`config.mk`:
```
export PLATFORM = sky130hd
export DESIGN_NAME = elevator_car_controller
export DESIGN_NICKNAME = d
export VERILOG_FILES = /design/src/rtl/elevator_pkg.sv /design/src/rtl/lift_timer.sv /design/src/rtl/elevator_car_controller.sv
export SDC_FILE = /design/constraint.sdc
export NUM_CORES = 1
export LEC_CHECK = 0
export CAP_MARGIN = 20
export CORE_MARGIN = 10
export CORE_UTILIZATION = 30
export CTS_BUF_LIST = sky130_fd_sc_hd__clkbuf_4
export CTS_CLUSTER_SIZE = 16
export DETAILED_ROUTE_END_ITERATION = 8
export PLACE_DENSITY = 0.45
export SYNTH_ARGS = -nofsm -noshare
export SYNTH_HDL_FRONTEND = slang
export SYNTH_SLANG_ARGS = --single-unit
```
`constraint.sdc`:
```
create_clock -name clk -period 2.1 [get_ports clk]
set_input_delay 0.21 -clock clk [delete_from_list [all_inputs] [get_ports clk]]
set_output_delay 0.21 -clock clk [all_outputs]
set_load 0.01 [all_outputs]
```
`src/rtl/elevator_pkg.sv`:
```
// Shared constants for the elevator car controller: FSM state codes and direction encoding.
package elevator_pkg;

    localparam int FLOOR_W = 2;

    localparam logic [1:0] ST_IDLE   = 2'd0;
    localparam logic [1:0] ST_MOVE   = 2'd1;
    localparam logic [1:0] ST_ARRIVE = 2'd2;
    localparam logic [1:0] ST_DOOR   = 2'd3;

    localparam logic DIR_UP   = 1'b1;
    localparam logic DIR_DOWN = 1'b0;

endpackage

```
`src/rtl/lift_timer.sv`:
```
// Down-counter shared by travel and door phases; reloads on load, otherwise counts to zero and holds.
module lift_timer #(
    parameter int TIMER_W = 16
) (
    input  logic               clk,
    input  logic               rst_n,
    input  logic               load,
    input  logic [TIMER_W-1:0] load_value,
    output logic               expired
);
    import elevator_pkg::*;

    logic [TIMER_W-1:0] count;

    always_ff @(posedge clk or negedge rst_n) begin
        if (!rst_n) begin
            count <= '0;
        end else if (load) begin
            count <= load_value;
        end else if (count != '0) begin
            count <= count - TIMER_W'(1);
        end
    end

    assign expired = (count == '0);

endmodule

```
`src/rtl/elevator_car_controller.sv`:
```
// Car-side sequencer: moves one floor per travel interval, owns the door, and reports floor,
// direction and arrival back to the request manager.
module elevator_car_controller #(
    parameter int NUM_FLOORS    = 4,
    parameter int FLOOR_W       = 2,
    parameter int TRAVEL_CYCLES = 100,
    parameter int DOOR_CYCLES   = 200,
    parameter int TIMER_W       = 16
) (
    input  logic               clk,
    input  logic               rst_n,
    input  logic               ud_request,
    input  logic               oc_request,
    input  logic               stop_pending,
    input  logic               door_hold,
    output logic [FLOOR_W-1:0] current_floor,
    output logic               dir,
    output logic               arrive,
    output logic               motor_up,
    output logic               motor_down,
    output logic               door_open,
    output logic               illegal_cmd
);
    import elevator_pkg::*;

    localparam logic [FLOOR_W-1:0] TOP_FLOOR   = FLOOR_W'(NUM_FLOORS - 1);
    localparam logic [TIMER_W-1:0] TRAVEL_LOAD = TIMER_W'(TRAVEL_CYCLES - 1);
    localparam logic [TIMER_W-1:0] DOOR_LOAD   = TIMER_W'(DOOR_CYCLES - 1);

    logic [1:0]         state_q;
    logic [1:0]         state_d;
    logic [FLOOR_W-1:0] floor_d;
    logic               dir_d;
    logic               illegal_d;
    logic               tmr_load;
    logic [TIMER_W-1:0] tmr_value;
    logic               tmr_expired;

    lift_timer #(
        .TIMER_W(TIMER_W)
    ) u_timer (
        .clk        (clk),
        .rst_n      (rst_n),
        .load       (tmr_load),
        .load_value (tmr_value),
        .expired    (tmr_expired)
    );

    // Manager handshake: IDLE and ARRIVE are decision cycles. The manager drives oc_request,
    // stop_pending and ud_request combinationally during them; they are sampled at cycle end,
    // door before move. In MOVE and DOOR those commands are ignored.
    always_comb begin
        state_d   = state_q;
        floor_d   = current_floor;
        dir_d     = dir;
        illegal_d = 1'b0;
        tmr_load  = 1'b0;
        tmr_value = TRAVEL_LOAD;
        case (state_q)
            ST_IDLE, ST_ARRIVE: begin
                state_d = ST_IDLE;
                if (oc_request) begin
                    state_d   = ST_DOOR;
                    tmr_load  = 1'b1;
                    tmr_value = DOOR_LOAD;
                end else if (stop_pending) begin
                    dir_d = ud_request;
                    if ((ud_request == DIR_UP) ? (current_floor == TOP_FLOOR)
                                               : (current_floor == '0)) begin
                        illegal_d = 1'b1;
                    end else begin
                        state_d  = ST_MOVE;
                        tmr_load = 1'b1;
                    end
                end
            end
            ST_MOVE: begin
                if (tmr_expired) begin
                    floor_d = (dir == DIR_UP) ? current_floor + FLOOR_W'(1)
                                              : current_floor - FLOOR_W'(1);
                    state_d = ST_ARRIVE;
                end
            end
            ST_DOOR: begin
                if (door_hold) begin
                    tmr_load  = 1'b1;
                    tmr_value = DOOR_LOAD;
                end else if (tmr_expired) begin
                    state_d = ST_IDLE;
                end
            end
            default: state_d = ST_IDLE;
        endcase
    end

    // Outputs are decoded from the next state so they change on the same edge as the state.
    always_ff @(posedge clk or negedge rst_n) begin
        if (!rst_n) begin
            state_q       <= ST_IDLE;
            current_floor <= '0;
            dir           <= DIR_UP;
            arrive        <= 1'b0;
            motor_up      <= 1'b0;
            motor_down    <= 1'b0;
            door_open     <= 1'b0;
            illegal_cmd   <= 1'b0;
        end else begin
            state_q       <= state_d;
            current_floor <= floor_d;
            dir           <= dir_d;
            arrive        <= (state_d == ST_ARRIVE);
            motor_up      <= (state_d == ST_MOVE) && (dir_d == DIR_UP);
            motor_down    <= (state_d == ST_MOVE) && (dir_d == DIR_DOWN);
            door_open     <= (state_d == ST_DOOR);
            illegal_cmd   <= illegal_d;
        end
    end

endmodule

```
Word-level counts from Yosys, hierarchy flattened
Cells that the tools add are included.
- register bits after elaboration: 26
- output and inout bits: 8
- word-level logic and storage cells: 55
- $add $sub $neg: 3
- eq/ne operators: 7
- mux-type cells: 26
- bitwise gates (word level): 1
- reduce and logical (&&, ||, !) cells: 9
- operator list (operator ; number):
    16-bit two-way mux ; 2
    16-bit logical NOT ; 1
    8-bit two-way mux ; 2
    8-bit case mux with 2 select lines ; 1
    16-bit nonzero test ; 1
    16-bit by 1-bit subtractor with 16-bit output (second input constant) ; 1
    1-bit two-way mux ; 14
    2-bit == test (second input constant) ; 5
    2-bit two-way mux ; 5
    2-bit case mux with 3 select lines ; 1
    2-bit by 1-bit == test with 1-bit output (second input constant) ; 2
    2-bit logical NOT ; 2
    2-bit by 1-bit adder with 2-bit output (second input constant) ; 1
    1-bit logical AND ; 2
    1-bit case mux with 2 select lines ; 1
    2-bit AND reduction ; 1
    2-bit nonzero test ; 1
    2-bit OR reduction ; 1
    2-bit by 1-bit subtractor with 2-bit output (second input constant) ; 1
    1-bit NOT ; 1

Longest topological paths before layout
Gate-level depths: netlist (run 1).
- depth in word-level cells: 8
- gate-level depth with buffers: 8
- mapped depth without buffers: 7

Hierarchy
Synthesis (run 1) repeated with hierarchy kept, for this count alone.
- cells, all modules: 145
- area, all modules: 1451.4 µm²
- modules (own cells, without submodules) (module ; times used ; cells an instance ; area each (µm²)):
    lift_timer ; 1 ; 104 ; 1006.0
    elevator_car_controller ; 1 ; 41 ; 445.4

Worst setup path after synthesis (run 1)
Ideal clock, no wire load.
- path kind: reg2reg
- from: register u_timer.count[0]
- to: register u_timer.count[14]
- arrival time: 1.876 ns
- required time: 2.021 ns
- path slack: 0.144 ns
- stages on the path, launching flop included: 8
- clock period less this slack: 1.956 ns
- cells stage by stage: dfrtp_1 inv_1 ha_1 or3b_1 nor3_2 nand2_1 a2111oi_4 mux2i_1
- word-level cells in the longest chain between the ends: 3
- ends and longest elaborated chain (item ; RTL line ; text):
    from (decl) ; lift_timer.sv:13 ; logic [TIMER_W-1:0] count;
    from (signal assigned) ; lift_timer.sv:19 ; count <= load_value;
    from (signal assigned) ; lift_timer.sv:21 ; count <= count - TIMER_W'(1);
    16-bit by 1-bit subtractor with 16-bit output ; lift_timer.sv:21 ;
    16-bit two-way mux ; lift_timer.sv:20 ; end else if (count != '0) begin
    16-bit two-way mux ; lift_timer.sv:18 ; end else if (load) begin
Parallel ways exist; a longest one is shown, timed or not. The select of a mux whose other input is x is not followed.
A chain may end at the register's enable or synchronous reset.

Worst setup path in the final report (run 1)
- from: register u_timer.count[8]
- to: register u_timer.count[5]
- word-level cells in the longest chain between the ends: 2
- ends and longest elaborated chain (item ; RTL line):
    16-bit nonzero test ; lift_timer.sv:20
    2-bit nonzero test (no source line) ; n/a
No other way between the ends.

==> metrics.md, run 1 <==
| Metric | Value |
|---|---|
| Num CTS Buffers | 3 |
| Combinational share of power | a little under 7% |
| Worst R2R Setup Slack | 0.07 ns |
| Min-Delay Path Class | in2async |
| Die ar. | 0.007616 sq mm |
| Area growth syn-to-layout | 26.64% |
| Top delay family on crit path | simple AND/OR/NAND/NOR gates |
| Max-Cap Viols | 0 |
| CP Data Required Time | 2.34 ns |
| Synth cell types | 40 |
| Critical Path, Cell by Cell | or4_4 > or3_1 > nor4_4 > a21oi_1 > o21a_1 |
| DRC | 0 |
| Post-synthesis register bit count | 26 |
| Vias in the first global route | 1021 |
| Net Sw Power | 207.0 uW |
| DP Wirelength | approximately 2300 um |
| Worst Path Buf+Inv | 0 |
| Largest net degree at the start of global routing | 27 |
| CTS tree | done |
| Slew Limit Fails | 0 |
| Int Power | 731.1 uW |
| Register-to-Register Path Depth | 5 |
| DR vias | roughly 1.0k |
| Die extent in x | between 80 and 90 um |
| Router iterations before antenna repair | 4 |
| Hold Violations, Final | 0 |
| Worst Clk Skew | around 0.0016 ns |
| First-pass GRT wire length | about 5000 um |
| Minimum clock period | approximately 2.0 ns |
| Cells after synthesis | between 100 and 150 |
| Post-route ant nets | 0 |
| FF-to-FF Start | u_timer.count[8] |
| Sw Ratio | between 20% and 30% |
| CP max FO | 4 |
| Yosys warning count | 0 |
| Leakage power | 0.6941 nW |
| Status | finished, final reports clean |
| Clock slew at reported path FFs | 0.16 ns |
| Wire length per cell | between 10 and 15 um |
| DRT iter0 DRCs | 77 |
| Number of hold buffers added after CTS | 0 |
| Final period utilization | 96.60% |
| Max Buffers Root-to-Sink | 2 |
| Drt total wl | 3069 um |
| Worst slew margin | between 60% and 70% |
| Slew @ Worst Pin | 0.4514 ns |
| Max Fclk | 0.4929 GHz |
| GRT Util Overall | under 10% |
| CTS Sinks | 26 |
| Fraction of layout cells with a size suffix above 1 | 22.58% |
| Commonest non-fill, non-tap cell in the layout | dfrtp_1 |
| Final instance area | 0.001719 sq mm |
| Clock Power Share | 38.5% |
| Syn Area/Cell | 10.44 sq um |
| Post-layout nets | 164 |
| Worst VDD drop | 217.4 uV |
| RSZ-0062 raised after global routing | no |
| Initial antenna violation count | 0 |
| Pwr Density | 545.7 mW/mm^2 |
| Ports | 14 |
| TNS Setup | 0 ns |
| Core Area | 0.004354 sq mm |
| Syn Nets | 138 |
| Post-Synthesis Cell Area | 0.001358 sq mm |
| N_diodes | 0 |
| Post-synthesis sequential area ratio | roughly half |
| Rows | 24 |
| Setup violations, final | 0 |
| Crit path DAT | 2.27 ns |
| I/O Buffers | 13 |
| Slowest CP cell | or4_4 |
| Die extent in y | 87.27 um |
| Startpoint Class | flop |
| Final Total Pwr | 938.1 uW |
| Crit-path max cell delay | ~0.60 ns |
| Kind of end point of the critical path | flop |
| Initial Utilization | 31.18% |
| Vias per cell | 4.913 |
| Most frequent cells in the layout | dfrtp_1 (25), clkdlybuf4s50_1 (13), nand2_1 (12), buf_4 (12), nor2_1 (10) |
| Worst-Skew Late Latency | 0.33 ns |
| Final core utilization | 39.48% |
| Worst R2R End | u_timer.count[5] |
| Area post-placement | 0.001605 sq mm |
| CP Class | reg2reg |
| Flop pwr share | 54.8% |
| Clock Tree Root | clkbuf_4 |
| Htree depth | 1 |
| Grt ovf | 0 |
| Routability congestion estimate | 0.7584 |
Yosys cell counts (all sizes together):
master,number,area [sq um]
nand3,4,20.02
or3,4,30.03
inv,3,11.26
or4,3,30.03
nand2b,4,25.02
mux2,1,11.26
nor4b,1,15.01
mux2i,2,20.02
a2111oi,1,27.53
xor2,3,26.28
a31oi,1,12.51
nor2,10,37.54
o211ai,1,7.510
nand2,13,48.80
nand4,2,12.51
dfrtp,25,625.6
nor2b,5,31.28
nor3,6,51.30
a21oi,5,25.02
and2b,1,8.760
o31ai,3,22.52
a21o,1,7.510
and2,1,6.260
and3,2,12.51
o21a,2,15.01
or3b,1,8.760
a22oi,1,7.510
o21ai,3,15.01
a31o,1,8.760
ha,2,25.02
xnor2,5,43.79
dfstp,1,26.28
nand3b,1,7.510
nor4,7,58.81
clkbuf,4,15.01
per-layer routing:
layer,vias up,global-route usage [%],routed length [um]
li1,515,-,-
met1,490,10.97,1514
met2,10,12.76,1441
met3,2,1.779,98
met4,0,2.609,15
met5,-,0,0
state kept, by name, indices dropped and copies added, names as in the netlist:
| register | count |
|---|---|
| arrive | 1 |
| current_floor | 2 |
| dir | 1 |
| door_open | 1 |
| illegal_cmd | 1 |
| motor_down | 1 |
| motor_up | 1 |
| state_q | 2 |
| u_timer.count | 16 |
repair_timing:
item,in CTS,in global routing
resized for setup,1,6
buffers inserted,0,3
pin swaps,0,3
endpoints found under the setup margin,1,6
power by group through the flow:
stage | Combinational [mW] | Sequential (mW) | Clock (mW)
3_5_place_dp | 0.0630 | 0.523 | 0
3_3_place_gp | 0.0617 | 0.522 | 0
4_1_cts | 0.0634 | 0.514 | 0.366
5_1_grt | 0.0716 | 0.515 | 0.390
2_1_floorplan | 0.0267 | 0.522 | 0
6_report | 0.0635 | 0.514 | 0.361
worst max-delay path by stage:
| stage | to | depth (start not counted) | slack [ns] | from |
|---|---|---|---|---|
| after global routing | u_timer.count[9] | 6 | 0.003 | u_timer.count[0] |
| final | u_timer.count[5] | 5 | 0.07 | u_timer.count[8] |
| after floorplan | u_timer.count[14] | 7 | 0.14 | u_timer.count[0] |
| after detailed placement | u_timer.count[14] | 7 | 0.05 | u_timer.count[0] |
| after CTS | u_timer.count[14] | 7 | 0.009 | u_timer.count[0] |
| after global placement | current_floor[1] | 5 | 0.1 | u_timer.count[8] |
final cells by class:
class                           count  area [sq um]
Fill cell                         425          2635
Multi-Input combinational cell     97         718.2
Sequential cell                    26         651.9
Timing Repair Buffer               25         220.2
Tap cell                           52         65.06
Clock inverter                      1         30.03
Clock buffer                        3         22.52
Inverter                            3         11.26
logic make-up (layout without fill, tap and decap cells):
| group | Yosys count | after routing | share of synthesized area, % |
|---|---|---|---|
| adders and majority gates | 2 | 2 | 1.843 |
| xor gates and xnor gates | 8 | 8 | 5.161 |
| and+or+nand+nor | 65 | 65 | 29.77 |
| AOI/OAI and AO/OA | 19 | 19 | 10.97 |
| DFF | 26 | 26 | 48.02 |
| buffers and inverters | 7 | 32 | 1.935 |
| muxes | 3 | 3 | 2.304 |
per-stage QoR:
step / cells / setup slack (ns) / hold slack, ns
CTS: 204 / 0.009482 / 0.2286
detailed placement: 200 / 0.05133 / 0.5249
global placement: 200 / 0.09562 / 0.5052
global route: 207 / 0.003402 / 0.2251
finish: 207 / 0.07138 / 0.2220
floorplan: 130 / 0.1443 / -0.08559
Note: power is estimated with default switching activity, not from simulation.
==> run 2: changes to the inputs <==
Settings changed: PLACE_DENSITY 0.45 to default, PLACE_DENSITY_LB_ADDON from default to 0.05.
==> run 2 against run 1 <==
Against the previous run: global-route usage about the same; combinational power increased by 2%; worst setup slack improved by 0.027 ns; sequential share of layout area increased by 1.0 points; highest routed layer unchanged.
==> metrics.md, run 2 (synthesis results as in run 1) <==
| Metric | Value |
|---|---|
| Grt ovf | 0 (unchanged) |
| Worst slew margin | 72.48% (+2.9 points) |
| Min-Delay Path Class | in2async |
| Worst setup path startpoint | u_timer.count[0] |
| Worst setup margin | 0.09791 ns (+0.02653 ns) |
| Die extent in y | 87.27 um (unchanged) |
| Most flops, register | u_timer.count |
| Die ar. | 0.007616 sq mm (unchanged) |
| Max-Cap Viols | 0 (unchanged) |
| Initial Utilization | 31.18% (unchanged) |
| FF-to-FF Start | u_timer.count[0] |
| Kind of end point of the critical path | flop |
| Slew @ Worst Pin | 0.4090 ns (-0.04240 ns) |
| TNS Setup | 0 ns (unchanged) |
| CP max FO | 4 (unchanged) |
| I/O Buffers | 13 (unchanged) |
| Worst VDD drop | 179.7 uV (-17%) |
| Post-layout nets | 164 (unchanged) |
| Worst Clk Skew | 0.007680 ns (+0.006091 ns) |
| GRT Util Overall | 8.201% (about the same) |
| Die extent in x | 87.27 um (unchanged) |
| Top cell by count, worst path | buf_4 |
| First-pass GRT wire length | 5016 um (-0.14%) |
| Status | finished, final reports clean |
| Setup violations, final | 0 (unchanged) |
| Final period utilization | 95.34% (-1.3 points) |
| Slew Limit Fails | 0 (unchanged) |
| Hold Violations, Final | 0 (unchanged) |
| CP Data Required Time | 2.33 ns (about the same) |
| Final Total Pwr | 808.1 uW (-14%) |
| Fraction of layout cells with a size suffix above 1 | 21.29% (-1.3 points) |
| Crit-path max cell delay | 0.42 ns (-0.18 ns) |
| Wire length per cell | 14.59 um (-1.6%) |
| Vias in the first global route | 1017 (-0.39%) |
| Router iterations before antenna repair | 4 (unchanged) |
| Post-route ant nets | 0 (unchanged) |
| Ports | 14 (unchanged) |
| Max reg flops | 16 (unchanged) |
| DRC | 0 (unchanged) |
| Vias per cell | 4.879 (-0.69%) |
| Max Buffers Root-to-Sink | 2 (unchanged) |
| Startpoint Class | flop |
| RSZ-0062 raised after global routing | no |
| Largest net degree at the start of global routing | 27 (unchanged) |
| DR vias | 1010 (-0.69%) |
| CTS Sinks | 26 (unchanged) |
| Hold_ws | 0.2205 ns (-0.001547 ns) |
| Critical Path, Cell by Cell | inv_1 > ha_2 > or3b_4 > nor3_4 > buf_4 > buf_4 > nand2_1 > a31o_2 |
| Routability congestion estimate | 0.7485 (-1.3%) |
| Clock slew at reported path FFs | 0.15 ns (about the same) |
| N_diodes | 0 (unchanged) |
| Core Area | 0.004354 sq mm (unchanged) |
| Most frequent cells in the layout | dfrtp_1 (25), clkdlybuf4s50_1 (13), nand2_1 (12), buf_4 (12), nor2_1 (10) |
| CP Class | reg2reg |
| Drt total wl | 3020 um (-1.6%) |
| Max Fclk | 0.4995 GHz (+1.3%) |
| Pwr Density | 482.7 mW/mm^2 (-12%) |
| Fillers | 430 (+1.2%) |
| CTS tree | done |
| Worst R2R Setup Slack | 0.1 ns (+0.03 ns) |
| Worst-Skew Late Latency | 0.33 ns (about the same) |
| Commonest non-fill, non-tap cell in the layout | dfrtp_1 |
| Clock Tree Root | clkbuf_4 |
| Minimum clock period | 2.002 ns (-0.02653 ns) |
| Initial antenna violation count | 0 (unchanged) |
| Num CTS Buffers | 3 (unchanged) |
| Area growth syn-to-layout | 23.32% |
| Crit path DAT | 2.24 ns (-0.03 ns) |
| Slowest CP cell | dfrtp_1 |
| DRT iter0 DRCs | 76 (-1.3%) |
| DP Worst Slack | 0.08572 ns (+0.03439 ns) |
| Rows | 24 (unchanged) |
| Top flop regs | u_timer.count (16), current_floor (2), state_q (2) |
| Leakage power | 0.6800 nW (-2.0%) |
| DP Wirelength | 2263 um (about the same) |
| Htree depth | 1 (unchanged) |
==> run 2: cell types whose count changed in the layout (fill, tap and decap cells not counted) <==
cell,change
nor4_2,-1
nor4_1,+2
clkinv_1,+1
nor4_4,-1
ha_2,+1
ha_1,-1
bufinv_16,-1
==> run 2: path summary, 6_finish.rpt <==
check                                     to  depth (start not counted)
setup / recovery           u_timer.count[10]                          8
hold / removal              u_timer.count[6]                          2
setup reg to reg           u_timer.count[10]                          8
hold reg to reg             current_floor[1]                          1
max in group asynchronous                dir                          2
min in group clk                 illegal_cmd                          3
==> run 2: worst max-delay path: cells and delay by family, from the launching register on <==
| family | cells | cell delay [ns] |
|---|---|---|
| AND/OR/NAND/NOR | 3 | 0.71 |
| adder cells (fa/ha/maj) | 1 | 0.19 |
| flip-flops | 1 | 0.42 |
| AO/OA/AOI/OAI | 1 | 0.27 |
| buffers and inverters | 3 | 0.33 |
==> run 2: layout make-up <==
| class | count | area [sq um] | share of cell area [%] |
|---|---|---|---|
| timing repair buffer | 25 | 220.2 | 13.15 |
| sequential | 26 | 651.9 | 38.94 |
| tap | 52 | 65.06 | 3.886 |
| clock buffer | 3 | 22.52 | 1.345 |
| multi-input combinational | 97 | 699.4 | 41.78 |
| clock inverter | 1 | 3.754 | 0.2242 |
| inverter | 3 | 11.26 | 0.6726 |
==> run 2: power by group <==
part / leakage, nW / internal [mW] / switching, mW
clock: 0.0154 / 0.0698 / 0.160
sequential: 0.322 / 0.507 / 0.00604
combinational: 0.343 / 0.0310 / 0.0336
total: 0.680 / 0.608 / 0.200
==> run 2: timing repair <==
action / 4_1_cts / 5_1_grt
setup endpoints to repair: 0 / 2
setup buffers: 0 / 2
resized for setup: 0 / 5
hold buffers: 0 / 0
==> run 2: layer usage <==
layer | global-route usage, % | wire length (um) | up-vias
met4 | 3.043 | 20 | 0
met2 | 12.24 | 1459 | 6
met1 | 11.17 | 1447 | 487
met5 | 0 | 0 | -
li1 | - | - | 515
met3 | 1.873 | 92 | 2
==> run 2: metrics by stage <==
stage | cells | util, % | instance area [sq um]
2_1_floorplan | 130 | - | 1358
3_3_place_gp | 201 | 37.04 | 1613
3_5_place_dp | 201 | 37.04 | 1613
4_1_cts | 205 | 37.64 | 1639
5_1_grt | 207 | 38.45 | 1674
6_report | 207 | 38.45 | 1674
==> run 3: changes to the inputs <==
Settings changed: ABC_AREA from default to 1.
==> run 3 against run 2 <==
Against the previous run: worst hold slack better by 0.019 ns; synthesized cell count is 34% higher; register-to-register slack gained 0.32 ns; fmax rose by 19%; count of clock-buffer cells in the layout unchanged; routed wire length grew 4.6%; power grew 17%; via count grew 12%; clock skew fell by 0.0039 ns; worst setup slack gained 0.32 ns; sequential power increased by 1%; final area increased by 2.9%; largest power group unchanged.
==> metrics.md, run 3 <==
| Metric | Value |
|---|---|
| Top flop regs | u_timer.count (16), current_floor (2), state_q (2) |
| Post-Synthesis Cell Area | 0.001464 sq mm (+7.8%) |
| Initial antenna violation count | 0 (unchanged) |
| Post-CTS setup buffer count | 0 (unchanged) |
| N_diodes | 0 (unchanged) |
| Vias in the first global route | 1124 (+11%) |
| Worst-Skew Late Latency | 0.33 ns (about the same) |
| Area post-placement | 0.001670 sq mm (+3.6%) |
| Rows | 25 (+4.2%) |
| Ports | 14 (unchanged) |
| GRT Util Overall | 8.159% (-0.042 points) |
| Max reg flops | 16 (unchanged) |
| Most flops, register | u_timer.count |
| Critical Path, Cell by Cell | inv_1 > ha_1 > inv_1 > nor2_1 > nand2_1 > nand3b_4 > nor2_4 > nor3_1 |
| Clock slew at reported path FFs | 0.15 ns (about the same) |
| Initial Utilization | 30.99% (-0.18 points) |
| Post-layout nets | 200 (+22%) |
| Router iterations before antenna repair | 4 (unchanged) |
| Largest cells by area after synthesis | dfrtp_1 (43%), nand2_1 (9.0%), nor2_1 (5.9%) |
| Syn Area/Cell | 8.413 sq um (-19%) |
| Minimum clock period | 1.685 ns (-0.3175 ns) |
| Core Area | 0.004723 sq mm (+8.5%) |
| Max Fclk | 0.5936 GHz (+19%) |
| CP Data Required Time | 2.31 ns (-0.02 ns) |
| Grt ovf | 0 (unchanged) |
| Fillers | 492 (+14%) |
| Yosys warning count | 0 (unchanged) |
| Top cell by count, worst path | inv_1 |
| DP Wirelength | 2427 um (+7.3%) |
| Most numerous cell in the Yosys netlist | nand2_1 |
| I/O Buffers | 13 (unchanged) |
| Startpoint Class | flop |
| DR vias | 1130 (+12%) |
| Slowest CP cell | dfrtp_1 |
| Top delay family on crit path | simple AND/OR/NAND/NOR gates |
| Wire length per cell | 12.25 um (-16%) |
| Cells after synthesis | 174 (+34%) |
| Synth cell types | 29 (-28%) |
| Fraction of layout cells with a size suffix above 1 | 16.75% (-4.5 points) |
| Area leader, netlist | dfrtp_1 |
| Final instance area | 0.001723 sq mm (+2.9%) |
| Most frequent cells in the layout | nand2_1 (35), dfrtp_1 (25), nor2_1 (23) |
| Post-synthesis sequential area ratio | 44.53% (-3.5 points) |
| Min-Delay Path Class | in2async |
| Setup violations, final | 0 (unchanged) |
| Asr flop ratio synth | 100.0% (unchanged) |
| Number of hold buffers added after CTS | 0 (unchanged) |
| Pwr Density | 550.4 mW/mm^2 (+14%) |
| Hold Violations, Final | 0 (unchanged) |
| Final core utilization | 36.48% (-2.0 points) |
| Crit path DAT | 1.90 ns (-0.34 ns) |
| Drt total wl | 3160 um (+4.6%) |
| Max-Cap Viols | 0 (unchanged) |
| CTS tree | done |
| Number of synthesized flops with an enable pin | 0 (unchanged) |
| Area growth syn-to-layout | 17.69% |
| DRT iter0 DRCs | 45 (-41%) |
| Synth top area share | 42.74% (-3.3 points) |
| Num CTS Buffers | 3 (unchanged) |
| Post-route ant nets | 0 (unchanged) |
| CP max FO | 13 (+9) |
| RSZ-0062 raised after global routing | no |
| TNS Setup | 0 ns (unchanged) |
| Worst slew margin | 69.88% (-2.6 points) |
| Largest net degree at the start of global routing | 27 (unchanged) |
| Status | finished, final reports clean |
| CP Class | reg2reg |
| Slew Limit Fails | 0 (unchanged) |
| Kind of end point of the critical path | flop |
| Worst Path Buf+Inv | 2 (-1) |
| Vias per cell | 4.380 (-10%) |
| Final Total Pwr | 948.3 uW (+17%) |
| CTS Sinks | 26 (unchanged) |
| Worst VDD drop | 172.9 uV (-3.8%) |
| Htree depth | 1 (unchanged) |
| # resized after CTS | 0 (unchanged) |
| Max Buffers Root-to-Sink | 2 (unchanged) |
| DRC | 0 (unchanged) |
| Die ar. | 0.008074 sq mm (+6.0%) |
| Most frequent cells after synthesis | nand2_1 (35), dfrtp_1 (25), nor2_1 (23) |
| Routability congestion estimate | 0.7610 (+1.7%) |
| Syn Nets | 182 (+32%) |
| Clock Tree Root | clkbuf_4 |
| Crit-path max cell delay | 0.41 ns (about the same) |
| Top FF cell, synth | dfrtp_1 |
| Worst Clk Skew | 0.003773 ns (-0.003906 ns) |
| Slew @ Worst Pin | 0.4508 ns (+0.04176 ns) |
| Final period utilization | 80.22% (-15 points) |
| Commonest non-fill, non-tap cell in the layout | nand2_1 |
| First-pass GRT wire length | 5464 um (+8.9%) |
| Die extent in x | 89.86 um (+3.0%) |
| Die extent in y | 89.86 um (+3.0%) |
| Post-synthesis register bit count | 26 (unchanged) |
| Leakage power | 0.8093 nW (+19%) |
## run 3: cell count changes in the layout (fill, tap and decap cells not counted), moves of 5 or more
cell,previous run,this run
nand3_1,4,13
nor4_1,5,0
nor2b_1,5,0
inv_1,3,22
nor2_1,10,23
nor2_2,0,10
nand2_1,12,35
buf_4,12,1
## run 3: power by group
part	switching [mW]	total (mW)	internal, mW
Clock	0.160	0.354	0.193
Sequential	0.00822	0.518	0.510
Combinational	0.0477	0.0762	0.0285
## run 3: layer usage
layer | track usage (%) | wire length, um | part of all wire (%)
met3 | 1.496 | 107 | 3.4
met2 | 13.26 | 1427 | 45
met4 | 3.183 | 42 | 1.3
met1 | 10.40 | 1583 | 50
met5 | 0 | 0 | 0
## run 3: layout make-up
cell class                      instances  area (sq um)  area share [%]
Tap cell                               67         83.83           4.866
Sequential cell                        26         651.9           37.84
Clock buffer                            3         22.52           1.307
Inverter                               24         92.59           5.374
Timing Repair Buffer                   14         137.6           7.988
Clock inverter                          1         30.03           1.743
Multi-Input combinational cell        123         704.4           40.89
## run 3: path summary, 6_finish.rpt
path                                        from           endpoint  slack [ns]  cells past startpoint
worst max-delay path            u_timer.count[0]  u_timer.count[12]        0.42                      8
worst min-delay path                       rst_n             arrive        0.24                      2
worst max register to register  u_timer.count[0]  u_timer.count[12]        0.42                      8
worst min register to register  u_timer.count[0]   u_timer.count[0]        0.51                      2
max in group asynchronous                  rst_n                dir        1.56                      2
min in group clk                u_timer.count[0]   u_timer.count[0]        0.51                      2
## run 3: per-stage QoR
step | hold slack, ns | std cells | setup WS [ns]
detailed placement | 0.4783 | 254 | 0.3086
floorplan | -0.08559 | 174 | 0.7314
CTS | 0.2417 | 258 | 0.3861
finish | 0.2394 | 258 | 0.4154
global placement | 0.4645 | 254 | 0.3361
global route | 0.2386 | 258 | 0.1615
## run 3: worst reg2reg max path, cell delays in order, from the launching register on
cell	delay, ns
dfrtp_1	0.41
inv_1	0.12
ha_1	0.16
inv_1	0.03
nor2_1	0.11
nand2_1	0.10
nand3b_4	0.17
nor2_4	0.37
nor3_1	0.10
## run 3: logic make-up (layout without fill, tap and decap cells)
| family | after synthesis | count (layout) | synth area share (%) |
|---|---|---|---|
| compound gates | 11 | 11 | 5.043 |
| xor+xnor | 11 | 11 | 6.581 |
| fa+ha+maj | 2 | 2 | 1.709 |
| buf+inv | 25 | 42 | 7.350 |
| flops | 26 | 26 | 44.53 |
| simple gates | 99 | 99 | 34.79 |
